[config.mk]
export PLATFORM = sky130hd
export DESIGN_NAME = program_loader
export DESIGN_NICKNAME = d
export VERILOG_FILES = /design/src/rtl/program_loader_pkg.sv /design/src/rtl/program_loader_byte_packer.sv /design/src/rtl/program_loader.sv
export SDC_FILE = /design/constraint.sdc
export NUM_CORES = 1
export LEC_CHECK = 0
export CAP_MARGIN = 10
export CELL_PAD_IN_SITES_DETAIL_PLACEMENT = 1
export CELL_PAD_IN_SITES_GLOBAL_PLACEMENT = 1
export CORE_MARGIN = 5
export CORE_UTILIZATION = 37
export DETAILED_ROUTE_END_ITERATION = 7
export HOLD_SLACK_MARGIN = 0.03
export PLACE_DENSITY = 0.84
export SLEW_MARGIN = 5
export SYNTH_ARGS = -nofsm -noshare
export SYNTH_HDL_FRONTEND = slang
export SYNTH_SLANG_ARGS = --single-unit
[constraint.sdc]
create_clock -name clk -period 1.9 [get_ports clk]
set_input_delay 0.57 -clock clk [delete_from_list [all_inputs] [get_ports clk]]
set_output_delay 0.57 -clock clk [all_outputs]
set_load 0.02 [all_outputs]
[src/rtl/program_loader_pkg.sv]
// Shared definitions for the boot-time program loader: FSM encodings,
// stream framing constants and the checksum step helper.
package program_loader_pkg;

  typedef enum logic [2:0] {
    ST_IDLE = 3'd0,
    ST_HDR  = 3'd1,
    ST_DATA = 3'd2,
    ST_CSUM = 3'd3,
    ST_DONE = 3'd4,
    ST_ERR  = 3'd5
  } state_t;

  localparam int WORD_BYTES = 4;
  localparam int HDR_BYTES  = 2;

  // Running XOR checksum over payload bytes.
  function automatic logic [7:0] csum_step(input logic [7:0] acc, input logic [7:0] b);
    return acc ^ b;
  endfunction

endpackage

[src/rtl/program_loader_byte_packer.sv]
// Big-endian byte-to-word packer. Holds the three earlier bytes of the
// current word; the incoming byte completes it combinationally so the
// loader can register the full word on the 4th byte's edge.
module byte_packer
  import program_loader_pkg::*;
(
  input  logic        clk,
  input  logic        reset,
  input  logic        clear,
  input  logic        push,
  input  logic [7:0]  byte_in,
  output logic [31:0] word,
  output logic        word_full
);

  logic [23:0] r_shift;
  logic [1:0]  r_idx;

  assign word      = {r_shift, byte_in};
  assign word_full = push && (r_idx == 2'(WORD_BYTES - 1));

  // Shift accepted bytes in MSB first; a new session discards any partial word.
  always_ff @(posedge clk or negedge reset) begin
    if (!reset) begin
      r_shift <= 24'h000000;
      r_idx   <= 2'd0;
    end else if (clear) begin
      r_shift <= 24'h000000;
      r_idx   <= 2'd0;
    end else if (push) begin
      r_shift <= {r_shift[15:0], byte_in};
      r_idx   <= r_idx + 2'd1;
    end else begin
      r_shift <= r_shift;
      r_idx   <= r_idx;
    end
  end

endmodule

[src/rtl/program_loader.sv]
// Boot-time loader: receives a counted, checksummed byte stream, writes
// big-endian words to instruction memory from address 0 and releases the
// core from reset only after a session completes with a matching checksum.
module program_loader
  import program_loader_pkg::*;
#(
  parameter int ADDR_WIDTH = 10
) (
  input  logic        clk,
  input  logic        reset,
  input  logic        start,
  input  logic [7:0]  rx_data,
  input  logic        rx_valid,
  output logic        rx_ready,
  output logic [31:0] mem_addr,
  output logic [31:0] mem_wdata,
  output logic        mem_we,
  output logic        core_hold,
  output logic        busy,
  output logic        done,
  output logic        error
);

  localparam logic [16:0] MAX_WORDS = 17'(2 ** ADDR_WIDTH);

  state_t              r_state;
  logic [15:0]         r_count;
  logic                r_hdr_idx;
  logic [ADDR_WIDTH:0] r_k;
  logic [7:0]          r_csum;
  logic                r_rx_ready;
  logic                r_mem_we;
  logic [31:0]         r_mem_addr;
  logic [31:0]         r_mem_wdata;
  logic                r_core_hold;
  logic                r_busy;
  logic                r_done;
  logic                r_error;

  logic                w_accept;
  logic                w_push;
  logic                w_clear;
  logic [31:0]         w_word;
  logic                w_word_full;
  logic [15:0]         w_count;
  logic [ADDR_WIDTH:0] w_k_next;

  assign w_accept = rx_valid && r_rx_ready;
  assign w_push   = w_accept && (r_state == ST_DATA);
  assign w_clear  = start && ((r_state == ST_IDLE) || (r_state == ST_DONE) || (r_state == ST_ERR));
  assign w_count  = {r_count[15:8], rx_data};
  assign w_k_next = r_k + {{ADDR_WIDTH{1'b0}}, 1'b1};

  byte_packer u_packer (
    .clk       (clk),
    .reset     (reset),
    .clear     (w_clear),
    .push      (w_push),
    .byte_in   (rx_data),
    .word      (w_word),
    .word_full (w_word_full)
  );

  // Loader FSM with counters, checksum and registered memory/status outputs.
  always_ff @(posedge clk or negedge reset) begin
    if (!reset) begin
      r_state     <= ST_IDLE;
      r_count     <= 16'h0000;
      r_hdr_idx   <= 1'b0;
      r_k         <= '0;
      r_csum      <= 8'h00;
      r_rx_ready  <= 1'b0;
      r_mem_we    <= 1'b0;
      r_mem_addr  <= 32'h00000000;
      r_mem_wdata <= 32'h00000000;
      r_core_hold <= 1'b1;
      r_busy      <= 1'b0;
      r_done      <= 1'b0;
      r_error     <= 1'b0;
    end else begin
      r_mem_we <= 1'b0;
      case (r_state)
        ST_IDLE, ST_DONE, ST_ERR: begin
          if (start) begin
            r_state     <= ST_HDR;
            r_count     <= 16'h0000;
            r_hdr_idx   <= 1'b0;
            r_k         <= '0;
            r_csum      <= 8'h00;
            r_rx_ready  <= 1'b1;
            r_busy      <= 1'b1;
            r_done      <= 1'b0;
            r_error     <= 1'b0;
            r_core_hold <= 1'b1;
          end
        end
        ST_HDR: begin
          if (w_accept) begin
            if (!r_hdr_idx) begin
              r_count[15:8] <= rx_data;
              r_hdr_idx     <= 1'b1;
            end else begin
              r_count <= w_count;
              if ({1'b0, w_count} > MAX_WORDS) begin
                r_state    <= ST_ERR;
                r_rx_ready <= 1'b0;
                r_busy     <= 1'b0;
                r_error    <= 1'b1;
              end else if (w_count == 16'h0000) begin
                r_state <= ST_CSUM;
              end else begin
                r_state <= ST_DATA;
              end
            end
          end
        end
        ST_DATA: begin
          if (w_accept) begin
            r_csum <= csum_step(r_csum, rx_data);
            if (w_word_full) begin
              r_mem_we    <= 1'b1;
              r_mem_addr  <= 32'(r_k);
              r_mem_wdata <= w_word;
              r_k         <= w_k_next;
              if (17'(w_k_next) == {1'b0, r_count}) begin
                r_state <= ST_CSUM;
              end
            end
          end
        end
        ST_CSUM: begin
          if (w_accept) begin
            r_rx_ready <= 1'b0;
            r_busy     <= 1'b0;
            if (rx_data == r_csum) begin
              r_state     <= ST_DONE;
              r_done      <= 1'b1;
              r_core_hold <= 1'b0;
            end else begin
              r_state <= ST_ERR;
              r_error <= 1'b1;
            end
          end
        end
        default: begin
          r_state    <= ST_IDLE;
          r_rx_ready <= 1'b0;
          r_busy     <= 1'b0;
        end
      endcase
    end
  end

  assign rx_ready  = r_rx_ready;
  assign mem_we    = r_mem_we;
  assign mem_addr  = r_mem_addr;
  assign mem_wdata = r_mem_wdata;
  assign core_hold = r_core_hold;
  assign busy      = r_busy;
  assign done      = r_done;
  assign error     = r_error;

endmodule

==> flow_metrics.tcl <==
set metrics [dict create \
    outcome "completed" \
    critical_path_class "flip-flop to flip-flop" \
    slowest_delay_ns 0.40 \
    drc 0 \
    worst_slack_ns 0.0378 \
    place_area_sq_um 6340 \
    power_w 0.00963 \
    layout_commonest_cell "nand2_1" \
    cts_tree "built" \
    layout_worst_path_cycle_share_pct 98.0 \
    top_layer_used "met4" \
    wl_met2_microns 8320 \
    powerDensity_nw_per_um2 1390 \
    rows 43 \
    ir_worst_vdd_mv 0.799 \
    synth-seq-cells 113 \
    finalSetupViolCount 0 \
    layout_common_cells "nand2_1, dfrtp_1, buf_4" \
    cts.path.max_buffers 2 \
    grt_pass1_wl_microns 26100 \
    die_h_microns 130 \
    fin_skew_ns 0.00612 \
    cts_root_buffer "clkbuf_16" \
    syn_inst 594 \
    antenna_found_initial 0 \
    globalplace.congestion 0.874 \
    cp_num_buf_inv 0 \
    min_path_type "input pin to async pin" \
    clock.fmax_mhz 537 \
    antenna_cells 0 \
    slowest_stage "or3_1" \
    area_delta_synth_final_pct 30.1 \
    hold_viol 0 \
    drv_slew 0 \
    wirelength_microns 16300 \
    path_clk_slew_ns 0.05 \
    r2r_cells 7 \
    cts_buffers 17 \
    htree_levels 4 \
    path_cells "ha_4 > and3_4 > nand3_2 > or3_1 > a22oi_2 > a41o_1 > a32o_2" \
    crit_start "r_k[0]" \
    synth_cell_types 55 \
    fin_util_pct 49.5 \
    maxCapViolCount 0 \
    drt-met1-wl_microns 6740 \
    synth_edf_count 0 \
    start_util_pct 38.0 \
    grt.overflow.total 0 \
    fill_cells 1644 \
    nNetsFinal 715 \
    cp-start-kind "flip-flop" \
    first_global_vias 4966 \
    end_kind "flip-flop" \
    drive_gt1_share_pct 16.5 \
    clkLatencyLatePin_ns 0.41 \
    synth_area_per_cell_sq_um 8.96 \
    grt_max_degree 79 \
    place_ws_ns -0.583 \
    firstDrtPassIters 4 \
    vias_per_cell 5.20 \
    fin_crit_ns 1.86 \
    r2r-end "r_state[0]" \
    synthesis.area_sq_um 5320 \
    crit_arrival_ns 2.20 \
    rrSetupSlack_ns 0.04 \
    critPathMaxFanout 3 \
    required_ns 2.24 \
    rsz0062_at_grt "true" \
    drt-wirelength-per-cell_microns 18.3 \
    p_leak_nw 3.62 \
    vias 4634 \
    core_sq_um 14000 \
    fp.dieW_microns 130 \
    endpoint "r_state[0]" \
    r2r_start "r_k[0]" \
    async_reset_ff_share_pct 100 \
    ant_nets 0 \
    ys_warn_count 0 \
    dr_wl_met3_microns 910 \
    die_area_sq_um 16900 \
    clock_sinks 113 \
    worstSetupPathDepth 7 \
    io_pins 82 \
    final_area_sq_um 6920 \
    synth-main-ff-cell "dfrtp_1" \
    grt_usage_pct 20.0 \
    ys_seq_area_share_pct 53.2 \
    drt_iter0_markers 373 \
    postCtsHoldBufs 0 \
    portBuffers 60 \
    hpwl_microns 10700 \
    crit_family "simple AND/OR/NAND/NOR gates" \
]
[Yosys cell counts (4+ instances only)]
cell type    n  area share (%)
a21oi_1     10            0.94
a22o_1       8             1.3
and2_1       4            0.47
buf_2       12             1.1
buf_4       26             3.7
clkbuf_1    13            0.92
dfrtp_1    112              53
inv_1       12            0.85
nand2_1    209              15
nand2b_1    20             2.4
nand3_1     36             3.4
nand4_1      8            0.94
nor2_1      12            0.85
o21ai_0     25             2.4
o21ai_1     20             1.9
xnor2_1     10             1.6
xor2_1       5            0.82
[where the power goes]
group	internal, W	switching, W
combinational	0.00131	0.00192
sequential	0.00302	0.000513
clock	0.00183	0.00105
[what timing repair did]
action                     in CTS  in global routing
setup buffers                   4                  3
gates resized for setup        65                 11
pin swaps                       4                  5
gates cloned                    0                  0
setup endpoints to repair      68                  8
[state kept, by name, summed over array words and instances, names as in the netlist]
signal / cells
u_packer.r_idx: 2
r_hdr_idx: 1
done: 1
mem_addr: 11
mem_we: 1
u_packer.r_shift: 24
busy: 1
mem_wdata: 32
r_count: 16
r_k: 11
error: 1
r_state: 3
core_hold: 1
r_csum: 8
[cell type report]
cell class / count / area (sq um) / area share (%)
multi-input combinational: 435 / 2260 / 32.7
clock buffer: 23 / 468 / 6.76
inverter: 13 / 48.8 / 0.705
clock inverter: 6 / 60.1 / 0.867
sequential: 113 / 2830 / 40.9
timing repair buffer: 121 / 1030 / 14.9
tap: 180 / 225 / 3.25
[cell families (layout without fill, tap and decap cells)]
family	after synthesis	after routing	synth area share, %
buf+inv	66	163	7.05
compound gates	85	85	10.3
flops	113	113	53.2
xor+xnor	15	15	2.47
other cells	1	21	0.0705
fa+ha+maj	2	2	0.470
simple gates	312	312	26.5
[per-layer routing]
| layer | track usage, % | up-vias |
|---|---|---|
| met3 | 5.20 | 23 |
| li1 | - | 2138 |
| met1 | 24.8 | 2337 |
| met5 | 0 | - |
| met4 | 6.11 | 0 |
| met2 | 34.5 | 136 |
[worst min-delay path by stage]
| stage | startpoint | end | slack, ns | cells after the start |
|---|---|---|---|---|
| after CTS | reset | mem_wdata[26] | 0.21 | 2 |
| after floorplan | reset | busy | 0.27 | 0 |
| final | reset | mem_wdata[26] | 0.19 | 2 |
| after global routing | reset | mem_wdata[26] | 0.21 | 2 |
| after detailed placement | mem_wdata[3] | mem_wdata[3] | 0.46 | 2 |
| after global placement | u_packer.r_shift[23] | mem_wdata[31] | 0.46 | 2 |
[through the flow]
| step | TNS [ns] | hold slack [ns] | cells |
|---|---|---|---|
| after global routing | -0.0235 | 0.215 | 891 |
| after CTS | 0 | 0.207 | 888 |
| after global placement | -27.96 | 0.458 | 855 |
| final | 0 | 0.189 | 891 |
| after detailed placement | -32.22 | 0.461 | 855 |
| after floorplan | 0 | 0.274 | 614 |
(Power assumes the default switching activity.)
